### config.mk
export PLATFORM = sky130hd
export DESIGN_NAME = battleship_shot_ctrl_flat
export DESIGN_NICKNAME = d
export VERILOG_FILES = /design/src/rtl/battleship_shot_ctrl_if.sv /design/src/rtl/battleship_shot_ctrl.sv /design/src/flat_wrapper.sv
export SDC_FILE = /design/constraint.sdc
export NUM_CORES = 1
export LEC_CHECK = 0
export CELL_PAD_IN_SITES_DETAIL_PLACEMENT = 1
export CELL_PAD_IN_SITES_GLOBAL_PLACEMENT = 2
export CORE_UTILIZATION = 25
export DETAILED_ROUTE_END_ITERATION = 7
export MAX_ROUTING_LAYER = met4
export PLACE_DENSITY_LB_ADDON = 0.3
export SYNTH_ARGS = -nofsm -noshare
export SYNTH_HDL_FRONTEND = slang
export SYNTH_SLANG_ARGS = --single-unit
### constraint.sdc
create_clock -name clock -period 6.1 [get_ports clock]
set_input_delay 1.22 -clock clock [delete_from_list [all_inputs] [get_ports clock]]
set_output_delay 1.22 -clock clock [all_outputs]
set_load 0.05 [all_outputs]
### src/rtl/battleship_shot_ctrl_if.sv
// battleship_shot_ctrl_if: board inputs, scorer handshake and status outputs of the shot controller
interface battleship_shot_ctrl_if;
  logic       Fire;
  logic [3:0] X;
  logic [3:0] Y;
  logic       BigReq;
  logic       Hit;
  logic       nearMiss;
  logic       Miss;
  logic       SomethingIsWrong;
  logic [3:0] NumHitsIn;
  logic [4:0] BiggestIn;
  logic [3:0] ShotX;
  logic [3:0] ShotY;
  logic       Big;
  logic [1:0] BigLeft;
  logic       ScoreThis;
  logic       Busy;
  logic [6:0] ShotsTaken;
  logic [4:0] HitTotal;
  logic [1:0] LastResult;
  logic [4:0] LastBiggest;
  logic       Repeat;
  logic       Error;
  logic       GameOver;
  // controller side: initiates shots towards the scorer
  modport master (
    input  Fire, X, Y, BigReq, Hit, nearMiss, Miss, SomethingIsWrong, NumHitsIn, BiggestIn,
    output ShotX, ShotY, Big, BigLeft, ScoreThis, Busy, ShotsTaken, HitTotal, LastResult,
           LastBiggest, Repeat, Error, GameOver
  );
  // environment side: board inputs, scorer responses, display consumers
  modport slave (
    output Fire, X, Y, BigReq, Hit, nearMiss, Miss, SomethingIsWrong, NumHitsIn, BiggestIn,
    input  ShotX, ShotY, Big, BigLeft, ScoreThis, Busy, ShotsTaken, HitTotal, LastResult,
           LastBiggest, Repeat, Error, GameOver
  );
endinterface

### src/rtl/battleship_shot_ctrl.sv
// battleship_shot_ctrl: issues one scored shot at a time and accumulates game state from the scorer
module battleship_shot_ctrl #(
  parameter int RESP_LAT    = 0,
  parameter int TOTAL_CELLS = 19,
  parameter int MAX_SHOTS   = 50,
  parameter int BIG_INIT    = 2
) (
  input logic clock,
  input logic reset_L,
  battleship_shot_ctrl_if.master bus
);
  localparam int CW = (RESP_LAT > 0) ? $clog2(RESP_LAT + 1) : 1;
  typedef enum logic [1:0] {IDLE, ISSUE, WAIT, OVER} state_t;
  state_t      r_state, w_next, w_after;
  logic [3:0]  r_shot_x, r_shot_y;
  logic        r_big;
  logic [1:0]  r_big_left;
  logic [6:0]  r_shots;
  logic [4:0]  r_hits;
  logic [1:0]  r_last_res;
  logic [4:0]  r_last_big;
  logic        r_repeat, r_error;
  logic [99:0] r_map;
  logic [CW-1:0] r_cnt;
  logic        w_in_range, w_shot_in_range, w_repeat, w_launch, w_sample, w_accept, w_done;
  logic [6:0]  w_idx_in, w_idx_shot, w_shots_new;
  logic [5:0]  w_hit_sum;
  logic [4:0]  w_hits_new;
  assign bus.ShotX       = r_shot_x;
  assign bus.ShotY       = r_shot_y;
  assign bus.Big         = r_big;
  assign bus.BigLeft     = r_big_left;
  assign bus.ScoreThis   = (r_state == ISSUE);
  assign bus.Busy        = (r_state == ISSUE) || (r_state == WAIT);
  assign bus.GameOver    = (r_state == OVER);
  assign bus.ShotsTaken  = r_shots;
  assign bus.HitTotal    = r_hits;
  assign bus.LastResult  = r_last_res;
  assign bus.LastBiggest = r_last_big;
  assign bus.Repeat      = r_repeat;
  assign bus.Error       = r_error;
  // repeat detection, response sampling point and the accumulated values an accepted shot would produce
  always_comb begin
    w_in_range      = (bus.X >= 4'd1) && (bus.X <= 4'd10) && (bus.Y >= 4'd1) && (bus.Y <= 4'd10);
    w_shot_in_range = (r_shot_x >= 4'd1) && (r_shot_x <= 4'd10) && (r_shot_y >= 4'd1) && (r_shot_y <= 4'd10);
    w_idx_in        = 7'(bus.Y - 4'd1) * 7'd10 + 7'(bus.X - 4'd1);
    w_idx_shot      = 7'(r_shot_y - 4'd1) * 7'd10 + 7'(r_shot_x - 4'd1);
    w_repeat        = (r_state == IDLE) && bus.Fire && !bus.BigReq && w_in_range && r_map[w_idx_in];
    w_launch        = (r_state == IDLE) && bus.Fire && !w_repeat;
    w_sample        = (RESP_LAT == 0) ? (r_state == ISSUE) : ((r_state == WAIT) && (r_cnt == CW'(1)));
    w_accept        = w_sample && !bus.SomethingIsWrong;
    w_hit_sum       = {1'b0, r_hits} + {2'b00, bus.NumHitsIn};
    w_hits_new      = w_hit_sum[5] ? 5'd31 : w_hit_sum[4:0];
    w_shots_new     = r_shots + 7'd1;
    w_done          = (w_hits_new >= 5'(TOTAL_CELLS)) || (w_shots_new == 7'(MAX_SHOTS));
    w_after         = (!bus.SomethingIsWrong && w_done) ? OVER : IDLE;
  end
  // next-state selection; OVER is only left through reset
  always_comb begin
    w_next = r_state;
    unique case (r_state)
      IDLE:  w_next = w_launch ? ISSUE : IDLE;
      ISSUE: w_next = (RESP_LAT > 0) ? WAIT : w_after;
      WAIT:  w_next = w_sample ? w_after : WAIT;
      OVER:  w_next = OVER;
    endcase
  end
  // state register
  always_ff @(posedge clock or negedge reset_L) begin
    if (!reset_L) r_state <= IDLE;
    else          r_state <= w_next;
  end
  // shot latch, wait counter, pulses and game accumulators
  always_ff @(posedge clock or negedge reset_L) begin
    if (!reset_L) begin
      r_shot_x   <= '0;
      r_shot_y   <= '0;
      r_big      <= 1'b0;
      r_big_left <= 2'(BIG_INIT);
      r_shots    <= '0;
      r_hits     <= '0;
      r_last_res <= '0;
      r_last_big <= '0;
      r_repeat   <= 1'b0;
      r_error    <= 1'b0;
      r_map      <= '0;
      r_cnt      <= '0;
    end else begin
      r_repeat <= w_repeat;
      r_error  <= w_sample && bus.SomethingIsWrong;
      if (w_launch) begin
        r_shot_x <= bus.X;
        r_shot_y <= bus.Y;
        r_big    <= bus.BigReq;
      end
      if (r_state == ISSUE) r_cnt <= CW'(RESP_LAT);
      else if (r_state == WAIT) r_cnt <= r_cnt - CW'(1);
      if (w_accept) begin
        r_shots    <= w_shots_new;
        r_hits     <= w_hits_new;
        r_last_res <= bus.Hit ? 2'b11 : bus.nearMiss ? 2'b10 : bus.Miss ? 2'b01 : 2'b00;
        r_last_big <= bus.BiggestIn;
        if (w_shot_in_range) r_map[w_idx_shot] <= 1'b1;
        if (r_big) r_big_left <= r_big_left - 2'd1;
      end
    end
  end
endmodule

### src/flat_wrapper.sv
// flat-port wrapper written by rule: the top's interface ports become plain ports
module battleship_shot_ctrl_flat 
#(
  parameter int RESP_LAT    = 0,
  parameter int TOTAL_CELLS = 19,
  parameter int MAX_SHOTS   = 50,
  parameter int BIG_INIT    = 2
)
  (clock, reset_L, bus_Fire, bus_X, bus_Y, bus_BigReq, bus_Hit, bus_nearMiss, bus_Miss, bus_SomethingIsWrong, bus_NumHitsIn, bus_BiggestIn, bus_ShotX, bus_ShotY, bus_Big, bus_BigLeft, bus_ScoreThis, bus_Busy, bus_ShotsTaken, bus_HitTotal, bus_LastResult, bus_LastBiggest, bus_Repeat, bus_Error, bus_GameOver);
  battleship_shot_ctrl_if bus_i ();
  input logic clock;
  input logic reset_L;
  input wire logic [$bits(bus_i.Fire)-1:0] bus_Fire;
  input wire logic [$bits(bus_i.X)-1:0] bus_X;
  input wire logic [$bits(bus_i.Y)-1:0] bus_Y;
  input wire logic [$bits(bus_i.BigReq)-1:0] bus_BigReq;
  input wire logic [$bits(bus_i.Hit)-1:0] bus_Hit;
  input wire logic [$bits(bus_i.nearMiss)-1:0] bus_nearMiss;
  input wire logic [$bits(bus_i.Miss)-1:0] bus_Miss;
  input wire logic [$bits(bus_i.SomethingIsWrong)-1:0] bus_SomethingIsWrong;
  input wire logic [$bits(bus_i.NumHitsIn)-1:0] bus_NumHitsIn;
  input wire logic [$bits(bus_i.BiggestIn)-1:0] bus_BiggestIn;
  output wire logic [$bits(bus_i.ShotX)-1:0] bus_ShotX;
  output wire logic [$bits(bus_i.ShotY)-1:0] bus_ShotY;
  output wire logic [$bits(bus_i.Big)-1:0] bus_Big;
  output wire logic [$bits(bus_i.BigLeft)-1:0] bus_BigLeft;
  output wire logic [$bits(bus_i.ScoreThis)-1:0] bus_ScoreThis;
  output wire logic [$bits(bus_i.Busy)-1:0] bus_Busy;
  output wire logic [$bits(bus_i.ShotsTaken)-1:0] bus_ShotsTaken;
  output wire logic [$bits(bus_i.HitTotal)-1:0] bus_HitTotal;
  output wire logic [$bits(bus_i.LastResult)-1:0] bus_LastResult;
  output wire logic [$bits(bus_i.LastBiggest)-1:0] bus_LastBiggest;
  output wire logic [$bits(bus_i.Repeat)-1:0] bus_Repeat;
  output wire logic [$bits(bus_i.Error)-1:0] bus_Error;
  output wire logic [$bits(bus_i.GameOver)-1:0] bus_GameOver;
  assign bus_i.Fire = bus_Fire;
  assign bus_i.X = bus_X;
  assign bus_i.Y = bus_Y;
  assign bus_i.BigReq = bus_BigReq;
  assign bus_i.Hit = bus_Hit;
  assign bus_i.nearMiss = bus_nearMiss;
  assign bus_i.Miss = bus_Miss;
  assign bus_i.SomethingIsWrong = bus_SomethingIsWrong;
  assign bus_i.NumHitsIn = bus_NumHitsIn;
  assign bus_i.BiggestIn = bus_BiggestIn;
  assign bus_ShotX = bus_i.ShotX;
  assign bus_ShotY = bus_i.ShotY;
  assign bus_Big = bus_i.Big;
  assign bus_BigLeft = bus_i.BigLeft;
  assign bus_ScoreThis = bus_i.ScoreThis;
  assign bus_Busy = bus_i.Busy;
  assign bus_ShotsTaken = bus_i.ShotsTaken;
  assign bus_HitTotal = bus_i.HitTotal;
  assign bus_LastResult = bus_i.LastResult;
  assign bus_LastBiggest = bus_i.LastBiggest;
  assign bus_Repeat = bus_i.Repeat;
  assign bus_Error = bus_i.Error;
  assign bus_GameOver = bus_i.GameOver;
  battleship_shot_ctrl #(.RESP_LAT(RESP_LAT), .TOTAL_CELLS(TOTAL_CELLS), .MAX_SHOTS(MAX_SHOTS), .BIG_INIT(BIG_INIT)) u_core (.clock(clock), .reset_L(reset_L), .bus(bus_i));
endmodule
Word-level counts from Yosys, hierarchy flattened --
Index checks and enable logic that the tools add are counted. W data, S select, Z words.
Word-level totals: word-level logic and storage cells 74, bits of input ports 25, output and inout bits 35, register bits after elaboration 134
Cells by class: muxes and demuxes 11, eq/ne operators 4, magnitude comparators 12, bitwise logic cells 1, $mul 2, $add $sub $neg 9, reduce and logical (&&, ||, !) cells 23
Operators with widths (count):
- $or A100 B100 Y100 | 1
- $sub A4 B1 Y5 const B | 4
- $ge A4 B1 Y1 const B | 4
- $le A4 B4 Y1 const B | 4
- $lt A7 B8 Y1 const B | 2
- $logic_and A1 B1 Y1 | 15
- $add A7 B7 Y7 | 2
- $mul A7 B3 Y6 const B | 2
- $pmux W2 S4 | 1
- $add A7 B1 Y7 const B | 1
- $bmux W1 S7 | 1
- $demux W1 S7 | 1
- $eq A7 B6 Y1 const B | 1
- $ge A7 B1 Y1 const B | 1
- $add A5 B4 Y6 | 1
- $mux W2 | 3
- $ge A5 B5 Y1 const B | 1
- $mux W5 | 1
- $eq A2 B2 Y1 const B | 2
- $mux W1 | 4
- $reduce_and A2 Y1 | 2
- $logic_not A1 Y1 | 3
- $eq A2 B1 Y1 const B | 1
- $logic_not A2 Y1 | 1
- other kinds (2) | 3

Depth between registers and ports, before layout --
depth after elaboration 10, gate-level depth with buffers 16, gate-level depth less buffers 16

Worst setup path after synthesis --
No wires, ideal clock.
path type input-to-reg, start input bus_X[0], end register u_core.r_shot_y[2], in the netlist u_core.bus.ShotY[2], buffers on the path 2, setup time 0.125 ns, path slack 1.169 ns, arrival 4.806 ns, required time 5.975 ns, stages on the path 14, cell sequence buf_6 -> inv_1 -> clkbuf_1 -> ha_1 -> inv_1 -> ha_1 -> fa_1 -> xor2_2 -> mux4_2 -> or2_2 -> a41oi_1 -> a22oi_1 -> o32ai_4 -> mux2_4
On the way: longest elaborated chain between the ends 8, elaborated cells on any way between the ends 13, those cells by class add/sub (2); order compare (2); mux (2); reduce/logical (7)
Ends and longest elaborated chain:
- from (decl) | line flat_wrapper.sv:14 | input wire logic [$bits(bus_i.X)-1:0] bus_X;
- parallel branches: the longest is 5 deep, another holds $add A7 B7 Y7
- $logic_and A1 B1 Y1 (*) | line battleship_shot_ctrl.sv:48 | w_repeat = (r_state == IDLE) && bus.Fire && !bus.BigReq && w_in_range && r_map[w_idx_in];
- $logic_not A1 Y1 (*) | line battleship_shot_ctrl.sv:49 | w_launch = (r_state == IDLE) && bus.Fire && !w_repeat;
- $logic_and A1 B1 Y1 (*) | line battleship_shot_ctrl.sv:49
- to (signal assigned) | line battleship_shot_ctrl.sv:93 | r_shot_y <= bus.Y;
- to (decl) | line battleship_shot_ctrl.sv:15 | logic [3:0] r_shot_x, r_shot_y;
Mark *: on every way between the ends. The select of a mux whose other input is x is not followed. A chain may end at the register's enable or synchronous reset.

Final worst setup path --
start input bus_Y[0], end register u_core.r_shot_y[3], in the netlist u_core.bus.ShotY[3]
On the way: longest elaborated chain between the ends 8, elaborated cells on any way between the ends 13, those cells by class add/sub (2); mul (1); order compare (2); mux (2); reduce/logical (6)
Ends and longest elaborated chain:
- from (decl) | line flat_wrapper.sv:15 | input wire logic [$bits(bus_i.Y)-1:0] bus_Y;
- $sub A4 B1 Y5 | line battleship_shot_ctrl.sv:46 | w_idx_in = 7'(bus.Y - 4'd1) * 7'd10 + 7'(bus.X - 4'd1);
- $mul A7 B3 Y6 | line battleship_shot_ctrl.sv:46
- $add A7 B7 Y7 | line battleship_shot_ctrl.sv:46
- $bmux W1 S7 | line battleship_shot_ctrl.sv:48
- $mux W1 (not written as such) | line battleship_shot_ctrl.sv:48
- $logic_and A1 B1 Y1 (*) | line battleship_shot_ctrl.sv:48
- $logic_not A1 Y1 (*) | line battleship_shot_ctrl.sv:49
- $logic_and A1 B1 Y1 (*) | line battleship_shot_ctrl.sv:49
Mark *: on every way between the ends. The rest lies on a longest branch, timed or not. The select of a mux whose other input is x is not followed.

==> results_dict.tcl <==
set metrics [dict create \
    drt_iter0_drc 293 \
    max_freq_mhz 182 \
    slew_headroom 0.129 \
    path_cells "clkdlybuf4s50_1 -> inv_1 -> ha_1 -> inv_1 -> ha_1 -> ha_1 -> inv_1 -> fa_1 -> inv_1 -> ha_1 -> nor3_1 -> nor2_1 -> a2111oi_0 -> o311a_4 -> o32ai_4 -> mux2_4" \
    avgSynthCellArea_um2 11.5 \
    ys_seq_elements 134 \
    outcome "finished, final reports clean" \
    synth_top_area_frac 0.460 \
    grt_overflow 0 \
    cts_buffers 17 \
    synthArstFlopShare 1.00 \
    period_share 0.901 \
    routed_via_density 4.81 \
    skew_ps 9.49 \
    cts_root_buffer "clkbuf_16" \
    crit_required_ps 6410 \
    fin_nets 770 \
    grt_pass1_vias 5699 \
    worst_ep_arrival_time_ps 5810 \
    yosysSeqAreaShare 0.464 \
    htree_num_levels 4 \
    path_class "primary input to register" \
    top_usage_layer "met2" \
    synth_edf_count 0 \
    synth_ff_type "dfrtp_1" \
    cts_tree "done" \
    routed_wl_mm 20.4 \
    met3_usage 0.0286 \
    max_cap_violations 0 \
    final-max-slew-violation-count 0 \
    clock_latency_ps 430 \
    syn_nets 699 \
    slowest_stage "a2111oi_0" \
    cp_max_fo 10 \
    yosys-top-cells-area "dfrtp_1, a21o_1, ha_1" \
    dp_hpwl_mm 14.7 \
    clock-sinks 134 \
    clk_pin_slew_worst_paths_ps 70 \
    place.gp.congestion 0.784 \
    layout-drive-gt1-share 0.108 \
    met2_usage 0.240 \
    end_kind "register" \
    yosysUniqueCellTypes 62 \
    first_pass_iters 6 \
    whs_ps 449 \
    die_w_um 172 \
    post_cts_buffers 0 \
    fp.coreArea_um2 28200 \
    track_usage 0.152 \
    cts_resized 0 \
    syn_to_final_growth_pct 23.8 \
    startpoint_type "primary input" \
    routedWlPerCell_um 18.8 \
    postCtsHoldBufs 0 \
    tightest_slew_ps 1300 \
    rsz0062_at_grt "no" \
    num_vias 5239 \
    clockBufferDepth 2 \
    grt_max_degree 75 \
    hold_class "register to register" \
    ant_nets 0 \
    antenna_found_initial 0 \
    setup_tns_ps 0 \
    synth_cells 628 \
    ys_warn_count 0 \
    rows 61 \
    dieHeight_um 172 \
    synth.largest_area_cell "dfrtp_1" \
    drc 0 \
    syn_area_um2 7240 \
    grt_pass1_wl_mm 32.9 \
    hold_viol_final 0 \
    die_area_um2 29600 \
    setup_viol 0 \
    ios 60 \
    use_met1 0.198 \
    slowest_delay_ps 800 \
    diodes 0 \
    fin_crit_ps 5500 \
    io_buffers 59 \
    start_util 0.257 \
]
## final timing paths
path                       slack, ps                               to                       startpoint  depth (start not counted)
hold reg to reg                  450     u_core.r_map[90]$_DFFE_PN0P_     u_core.r_map[90]$_DFFE_PN0P_                          1
setup / recovery                 600  u_core.bus.ShotY[3]$_DFFE_PN0P_                         bus_Y[0]                         16
setup reg to reg                1660     u_core.r_map[10]$_DFFE_PN0P_  u_core.bus.ShotY[0]$_DFFE_PN0P_                         13
max in group asynchronous       4000      u_core.r_map[9]$_DFFE_PN0P_                          reset_L                          2
hold / removal                   450     u_core.r_map[90]$_DFFE_PN0P_     u_core.r_map[90]$_DFFE_PN0P_                          1
min in group asynchronous        830     u_core.r_map[89]$_DFFE_PN0P_                          reset_L                          1
## worst max-delay path, delay by kind of cell
family                     cells  cell delay (ps)
adders and majority gates      5             1540
AOI/OAI and AO/OA              3             1260
buffers and inverters          5              800
and+or+nand+nor                2              640
muxes                          1              350
## synth_stat cells (3+ instances only)
library cell	count
dfrtp_1	133
nor2_1	28
o22ai_1	3
clkbuf_1	17
or4_1	3
ha_1	41
a21oi_1	16
nand4_1	5
fa_1	5
o21ai_0	17
xnor2_1	17
mux4_2	12
mux2_4	4
inv_1	34
o31ai_1	4
buf_2	3
mux4_1	7
and2_1	3
a31oi_1	3
nand2b_1	4
nand2_1	42
nor3_1	18
nor3b_1	3
a21o_1	106
nand3_1	13
a2111oi_0	4
o21a_1	3
nor2b_1	5
xor2_1	11
mux2i_1	21
## flip-flops by register name, indices dropped and copies added (netlist names)
register and cells:
u_core.bus.BigLeft 2, u_core.bus.Big 1, u_core.bus.LastResult 2, u_core.bus.LastBiggest 5
u_core.bus.ShotsTaken 7, u_core.bus.Error 1, u_core.r_state 2, u_core.r_map 100
u_core.bus.Repeat 1, u_core.bus.HitTotal 5, u_core.bus.ShotY 4, u_core.bus.ShotX 4
## metrics by stage
| stage | std cells | cell area (µm²) | setup WS, ps | util |
|---|---|---|---|---|
| 3_5_place_dp | 1058 | 8320 | 227 | 0.296 |
| 5_1_grt | 1090 | 8950 | 305 | 0.318 |
| 4_1_cts | 1090 | 8950 | 638 | 0.318 |
| 2_1_floorplan | 628 | 7240 | 1170 | - |
| 3_3_place_gp | 1058 | 8320 | 402 | 0.296 |
| 6_report | 1090 | 8950 | 605 | 0.318 |
## final cells by class
class | count | area, µm²
fill | 3049 | 19200
multi-input combinational | 436 | 3640
sequential | 134 | 3350
timing repair buffer | 76 | 732
tap | 378 | 473
clock buffer | 17 | 425
clock inverter | 15 | 205
inverter | 34 | 128
## placed cells by master (no fill, tap or decap), types with 3 or more instances in the layout
cell type / synthesis / final
clkdlybuf4s50_1: 0 / 58
and2_1: 3 / 3
nor2_1: 28 / 28
a21oi_1: 16 / 16
xor2_1: 11 / 11
o31ai_1: 4 / 4
a31oi_1: 3 / 3
fa_1: 5 / 5
inv_1: 34 / 34
nand2b_1: 4 / 4
dfrtp_1: 133 / 133
nand2_1: 42 / 42
o21ai_0: 17 / 17
mux2_4: 4 / 4
nor3_1: 18 / 18
nand3_1: 13 / 13
mux4_2: 12 / 12
inv_8: 0 / 6
clkbuf_16: 0 / 17
o22ai_1: 3 / 3
ha_1: 41 / 41
mux2i_1: 21 / 21
clkinv_8: 0 / 5
nor3b_1: 3 / 3
xnor2_1: 17 / 17
a21o_1: 106 / 106
buf_4: 2 / 16
nand4_1: 5 / 5
mux4_1: 7 / 7
or4_1: 3 / 3
nor2b_1: 5 / 5
a2111oi_0: 4 / 4
o21a_1: 3 / 3
## kinds of logic after synthesis
| group | synth area share |
|---|---|
| adders and majority gates | 0.0847 |
| muxes | 0.103 |
| AOI/OAI and AO/OA | 0.185 |
| DFF | 0.464 |
| and+or+nand+nor | 0.0863 |
| buffers and inverters | 0.0337 |
| xor gates and xnor gates | 0.0431 |
## per-layer routing
layer  vias to the layer above  share of wire
met5                         -              0
met4                         0          0.015
met3                        19          0.032
met2                        78           0.47
met1                      2714           0.48
li1                       2428              -
Power is left out: the tool's default activity adds up to more than one toggle a clock period on the data nets, which glitch-free logic cannot reach.
